--- src/rtl/qmux_switch_ctrl.sv ---
// Parametrised quad global mux with break-before-make select sequencing, FORCE override and error flag.
// Define QMUX_SWITCH_CNT_EN to add the saturating completed-switch counter (SW_CNT / SW_CNT_CLR).
module qmux_switch_ctrl #(
  parameter int NUM_IN     = 4,
  parameter int SEL_W      = 2,
  parameter int DEF_SEL    = 0,
  parameter int FORCE_CH   = NUM_IN - 1,
  parameter int GAP_CYC    = 2,
  parameter int SETTLE_CYC = 2
) (
  input  logic              CLK,
  input  logic              RST,
  input  logic [NUM_IN-1:0] MUXIN,
  input  logic [SEL_W-1:0]  SEL_REQ,
  input  logic              SEL_VALID,
  output logic              SEL_READY,
  input  logic              FORCE,
  output logic              IZ,
  output logic [SEL_W-1:0]  SEL_CUR,
  output logic              BUSY,
  output logic              ERR
`ifdef QMUX_SWITCH_CNT_EN
  ,
  input  logic              SW_CNT_CLR,
  output logic [15:0]       SW_CNT
`endif
);

  localparam int CNT_MAX = (GAP_CYC > SETTLE_CYC) ? GAP_CYC : SETTLE_CYC;
  localparam int CNT_W   = $clog2(CNT_MAX + 1);
  localparam int MUX_W   = 2 ** SEL_W;
  localparam logic [CNT_W-1:0] GAP_LAST = CNT_W'(GAP_CYC - 1);
  localparam logic [CNT_W-1:0] SET_LAST = CNT_W'(SETTLE_CYC - 1);
  localparam logic [SEL_W-1:0] DEF_S    = SEL_W'(DEF_SEL);
  localparam logic [SEL_W-1:0] FORCE_S  = SEL_W'(FORCE_CH);

  typedef enum logic [1:0] {S_RUN, S_DRAIN, S_SETTLE} state_t;

  state_t             r_state;
  logic [CNT_W-1:0]   r_cnt;
  logic [SEL_W-1:0]   r_sel_cur;
  logic [SEL_W-1:0]   r_sel_saved;
  logic [SEL_W-1:0]   r_target;
  logic               r_err;

  state_t             w_state_nxt;
  logic [CNT_W-1:0]   w_cnt_nxt;
  logic [SEL_W-1:0]   w_sel_cur_nxt;
  logic [SEL_W-1:0]   w_sel_saved_nxt;
  logic [SEL_W-1:0]   w_target_nxt;
  logic               w_err_nxt;
  logic               w_en;
  logic               w_force_pending;
  logic               w_accept;
  logic               w_req_bad;
  logic [MUX_W-1:0]   w_mux_pad;

  // Out-of-range requests only exist when the select space is larger than the source count.
  if (NUM_IN < MUX_W) begin : g_range_chk
    assign w_req_bad = (SEL_REQ >= SEL_W'(NUM_IN));
  end else begin : g_range_full
    assign w_req_bad = 1'b0;
  end

  assign w_en            = (r_state == S_RUN);
  assign w_force_pending = (r_sel_cur != r_sel_saved);
  assign w_accept        = SEL_VALID && SEL_READY;
  assign w_mux_pad       = MUX_W'(MUXIN);

  assign SEL_READY = w_en && !FORCE && !w_force_pending;
  assign IZ        = w_en & w_mux_pad[r_sel_cur];
  assign SEL_CUR   = r_sel_cur;
  assign BUSY      = !w_en;
  assign ERR       = r_err;

  always_ff @(posedge CLK or posedge RST) begin
    if (RST) begin
      r_state     <= S_RUN;
      r_cnt       <= '0;
      r_sel_cur   <= DEF_S;
      r_sel_saved <= DEF_S;
      r_err       <= 1'b0;
    end else begin
      r_state     <= w_state_nxt;
      r_cnt       <= w_cnt_nxt;
      r_sel_cur   <= w_sel_cur_nxt;
      r_sel_saved <= w_sel_saved_nxt;
      r_err       <= w_err_nxt;
    end
  end

  // The pending target is only consumed after a state transition, so it needs no reset.
  always_ff @(posedge CLK) begin
    r_target <= w_target_nxt;
  end

  always_comb begin
    w_state_nxt     = r_state;
    w_cnt_nxt       = r_cnt;
    w_sel_cur_nxt   = r_sel_cur;
    w_sel_saved_nxt = r_sel_saved;
    w_target_nxt    = r_target;
    w_err_nxt       = 1'b0;
    case (r_state)
      S_RUN: begin
        if (FORCE && (r_sel_cur != FORCE_S)) begin
          w_target_nxt = FORCE_S;
          w_state_nxt  = S_DRAIN;
          w_cnt_nxt    = '0;
        end else if (!FORCE && w_force_pending) begin
          w_target_nxt = r_sel_saved;
          w_state_nxt  = S_DRAIN;
          w_cnt_nxt    = '0;
        end else if (w_accept) begin
          if (w_req_bad) begin
            w_err_nxt = 1'b1;
          end else if (SEL_REQ != r_sel_cur) begin
            w_sel_saved_nxt = SEL_REQ;
            w_target_nxt    = SEL_REQ;
            w_state_nxt     = S_DRAIN;
            w_cnt_nxt       = '0;
          end
        end
      end
      S_DRAIN: begin
        if (r_cnt == GAP_LAST) begin
          w_sel_cur_nxt = r_target;
          w_state_nxt   = S_SETTLE;
          w_cnt_nxt     = '0;
        end else begin
          w_cnt_nxt = r_cnt + CNT_W'(1);
        end
      end
      S_SETTLE: begin
        if (r_cnt == SET_LAST) begin
          w_state_nxt = S_RUN;
          w_cnt_nxt   = '0;
        end else begin
          w_cnt_nxt = r_cnt + CNT_W'(1);
        end
      end
      default: begin
        w_state_nxt = S_RUN;
        w_cnt_nxt   = '0;
      end
    endcase
  end

`ifdef QMUX_SWITCH_CNT_EN
  logic [15:0] r_sw_cnt;
  logic        w_sw_done;

  assign w_sw_done = (r_state == S_SETTLE) && (r_cnt == SET_LAST);
  assign SW_CNT    = r_sw_cnt;

  // Clear takes priority over a switch completing on the same edge.
  always_ff @(posedge CLK or posedge RST) begin
    if (RST) begin
      r_sw_cnt <= 16'h0000;
    end else if (SW_CNT_CLR) begin
      r_sw_cnt <= 16'h0000;
    end else if (w_sw_done && (r_sw_cnt != 16'hFFFF)) begin
      r_sw_cnt <= r_sw_cnt + 16'h0001;
    end
  end
`endif

endmodule

--- config.mk ---
export PLATFORM = sky130hd
export DESIGN_NAME = qmux_switch_ctrl
export DESIGN_NICKNAME = d
export VERILOG_FILES = /design/src/rtl/qmux_switch_ctrl.sv
export SDC_FILE = /design/constraint.sdc
export NUM_CORES = 1
export LEC_CHECK = 0
export CAP_MARGIN = 5
export CORE_MARGIN = 4
export CORE_UTILIZATION = 42
export CTS_BUF_LIST = sky130_fd_sc_hd__clkbuf_2 sky130_fd_sc_hd__clkbuf_4 sky130_fd_sc_hd__clkbuf_8
export CTS_CLUSTER_SIZE = 28
export DETAILED_ROUTE_END_ITERATION = 8
export DONT_BUFFER_PORTS = 1
export GPL_TIMING_DRIVEN = 0
export HOLD_SLACK_MARGIN = 0.05
export MAX_ROUTING_LAYER = met4
export PLACE_DENSITY_LB_ADDON = 0.05
export SYNTH_ARGS = -nofsm -noshare
export SYNTH_HDL_FRONTEND = slang
export SYNTH_SLANG_ARGS = --single-unit
--- constraint.sdc ---
create_clock -name CLK -period 2 [get_ports CLK]
set_clock_uncertainty 0.05 [all_clocks]
set_input_delay 0.2 -clock CLK [delete_from_list [all_inputs] [get_ports CLK]]
set_output_delay 0.2 -clock CLK [all_outputs]
set_load 0.05 [all_outputs]
==> run summary, run 1 <==
Critical Path Slowest Stage Cell = dfrtp_2
Status = finished, violations left
Final setup viols = 4
PortBufs = 0
Commonest cells after routing, fill and taps aside = buf_4, nor2_1, dfrtp_1
Final ANT Viol Nets = 0
Slew Viols, Final = 0
Worst Setup End Kind = primary output
Leakage = 0.000411 uW
Via Count = 607
# H-tree levels = 1
Root Driver = clkbuf_4
# DRC = 0
Core Rows = 14
DRT Wirelength = 1620 um
FF+latch area = 263 um^2
Syn Area/Cell = 9.37 um^2
CTS tree = built
Clock transition at the registers of the reported paths = 0.06 ns
RR Endpoint = r_target[1]$_SDFFCE_PP1P_
CP Max Fanout = 5
WP data required = 1.75 ns
Drt wl/cell = 14.5 um
Total power = 1760 uW
CTS Buf Count = 3
Fraction of layout cells with a size suffix above 1 = 0.442
Slew Limit Headroom = 0.583
Unrepaired setup endpoints after global routing = yes
Synthesized flop and latch total = 10
CP cell instances = buf_6 -> xor2_1 -> or4_4 -> clkinvlp_4
Top Ports = 16
CP Launch Point = SEL_CUR[1]$_DFFE_PP0P_
Antenna violations before repair = 0
CTS Buffer Depth = 2
Hold Crit Class = input pin to flop
Leading cell type in the layout, fill and taps excluded = buf_4
Reg2Reg Launch Point = SEL_CUR[1]$_DFFE_PP0P_
Tcrit/Tclk final = 1.02
Routability cong. = 0.788
CP startpoint kind = flop
Worst setup margin = -0.0434 ns
Clock sink count = 10
Congestion Overflow GR = 0
Failing checks = setup timing
Worst reg-to-reg setup slack = -0.04 ns
Final nets = 110
Peak Freq = 489 MHz
Pin count of the biggest net entering global routing = 10
Starting DRC count in detailed routing = 9
PD cells = 1800 nW/um^2
Diodes inserted = 0
First-pass GRT wire length = 2600 um
R2r worst-path depth = 6
Synth unique cells = 33
Hold WS = 0.104 ns
Initial Util = 0.463
Worst ir drop on vdd = 0.918 mV
Area of the multi-input gates = 478 um^2
Synth Instances = 78
Hpwl dp = 1120 um
Post-Syn Nets = 92
Mapped Area = 731 um^2
Core area = 1580 um^2
Total track usage = 0.141
Register area share after synthesis = 0.356
Filler cells = 131
Worst Max-Slew Pin Slew = 0.620 ns
Largest stage delay on the critical path = 0.52 ns
Final Hold Vio Count = 0
CP endpoint = SEL_READY
Vias per cell = 5.47
Die span in y = 49.7 um
Max_cap viols = 0
Crit path DAT = 1.79 ns
Post-layout min period = 2.04 ns
Worst-Skew Late Latency = 0.26 ns
Die W = 49.7 um
Vias in the first global route = 565
1st-pass router iterations = 4
Critical path type = flop to primary output
Layout overhead on the synthesized area = 33.6%
Die ar. = 2470 um^2
Synthesis warning total = 0
-- sequential cells by signal (all words and copies together) (netlist names) --
signal,flops
r_cnt,2
SEL_CUR,2
r_sel_saved,2
r_state,2
r_target,2
-- what timing repair did --
| action | in CTS | in global routing |
|---|---|---|
| gates cloned | 0 | 0 |
| buffers inserted | 7 | 3 |
| hold buffers | 3 | 0 |
| pin swaps | 8 | 3 |
| setup endpoints to repair | 10 | 10 |
| gates resized for setup | 15 | 2 |
| hold endpoints to repair | 10 | 0 |
-- Yosys cell counts --
cell type  number  area, um^2
a211oi_2        1        12.5
a21boi_0        2        15.0
a21oi_1         6        30.0
a21oi_2         1        8.76
a31o_1          1        8.76
and2_1          1        6.26
buf_2           3        15.0
buf_4           1        7.51
conb_1          1        3.75
dfrtp_1         8         200
edfxtp_1        2        60.1
ha_1            4        50.1
inv_1           7        26.3
inv_2           1        3.75
mux2_1          1        11.3
mux2_2          2        22.5
mux2i_1         1        10.0
mux4_2          1        22.5
nand2_1         4        15.0
nand2b_1        1        6.26
nor2_1          9        33.8
nor2b_1         1        6.26
nor3b_1         1        7.51
nor4_1          1        6.26
o21ai_0         6        30.0
o221ai_4        1        26.3
o22ai_1         1        6.26
o2bb2ai_1       1        8.76
o32a_1          1        10.0
or3_1           1        6.26
or3_2           1        7.51
or4_4           1        11.3
xor2_1          4        35.0
-- where the power goes --
group / switching [uW] / total (uW) / internal (uW)
registers: 153 / 469 / 316
clock network: 67.2 / 178 / 110
logic: 610 / 1110 / 502
-- layout make-up --
| cell class | count | area share |
|---|---|---|
| Tap cell | 16 | 0.0205 |
| Buffer | 4 | 0.0359 |
| Sequential cell | 10 | 0.269 |
| Clock buffer | 4 | 0.0372 |
| Timing Repair Buffer | 13 | 0.108 |
| Inverter | 8 | 0.0397 |
| Multi-Input combinational cell | 56 | 0.490 |
-- metal layers --
| layer | vias to the layer above | routed length (um) | GRT usage |
|---|---|---|---|
| li1 | 301 | - | - |
| met1 | 293 | 684 | 0.159 |
| met2 | 11 | 859 | 0.251 |
| met3 | 2 | 68 | 0.0452 |
| met4 | 0 | 4 | 0.0138 |
| met5 | - | 0 | - |
-- critical path: cells and delay by family, from the launching register on --
| family | cells | cell delay, ns |
|---|---|---|
| flip-flops | 1 | 0.52 |
| AND/OR/NAND/NOR | 1 | 0.48 |
| buffers and inverters | 2 | 0.41 |
| XOR/XNOR | 1 | 0.13 |
-- cell families (layout without fill, tap and decap cells) --
kind of cell,after synthesis,in the layout,share of synthesized area
other cells,1,1,0.00513
xor+xnor,4,4,0.0479
simple gates,21,21,0.146
buf+inv,12,29,0.0719
flops,10,10,0.356
fa+ha+maj,4,4,0.0685
compound gates,21,21,0.214
mux,5,5,0.0907
-- how the worst min path moves through the flow --
| stage | startpoint | slack (ns) | end | cells after the start |
|---|---|---|---|---|
| after detailed placement | RST | 0.001 | r_cnt[1]$_DFFE_PP0P_ | 1 |
| final | FORCE | 0.10 | r_target[1]$_SDFFCE_PP1P_ | 1 |
| after global routing | FORCE | 0.11 | r_target[1]$_SDFFCE_PP1P_ | 1 |
| after global placement | RST | 0.004 | r_cnt[1]$_DFFE_PP0P_ | 1 |
| after floorplan | RST | -0.03 | r_cnt[0]$_DFFE_PP0P_ | 1 |
| after CTS | FORCE | 0.10 | r_target[1]$_SDFFCE_PP1P_ | 1 |
-- through the flow --
stage                     cell area (um^2)  utilization  TNS (ns)  setup WS (ns)  std cells
after detailed placement               776        0.492    -0.823         -0.156         94
final                                  976        0.619    -0.156        -0.0434        111
after CTS                              946        0.600   -0.0925        -0.0488        108
after global placement                 776        0.492    -0.676         -0.142         94
after global routing                   976        0.619    -0.494        -0.0932        111
after floorplan                        756            -         0        0.00793         78
(Power assumes the default switching activity.)
==> inputs of run 2 (changes only) <==
--- a/config.mk
+++ b/config.mk
@@ -9,7 +9,7 @@
 export CORE_MARGIN = 4
 export CORE_UTILIZATION = 42
 export CTS_BUF_LIST = sky130_fd_sc_hd__clkbuf_2 sky130_fd_sc_hd__clkbuf_4 sky130_fd_sc_hd__clkbuf_8
-export CTS_CLUSTER_SIZE = 28
+export CTS_CLUSTER_SIZE = 8
 export DETAILED_ROUTE_END_ITERATION = 8
 export DONT_BUFFER_PORTS = 1
 export GPL_TIMING_DRIVEN = 0
==> results of run 2 <==
Same layout as run 1: the final DEF is identical, and so are final timing and power.
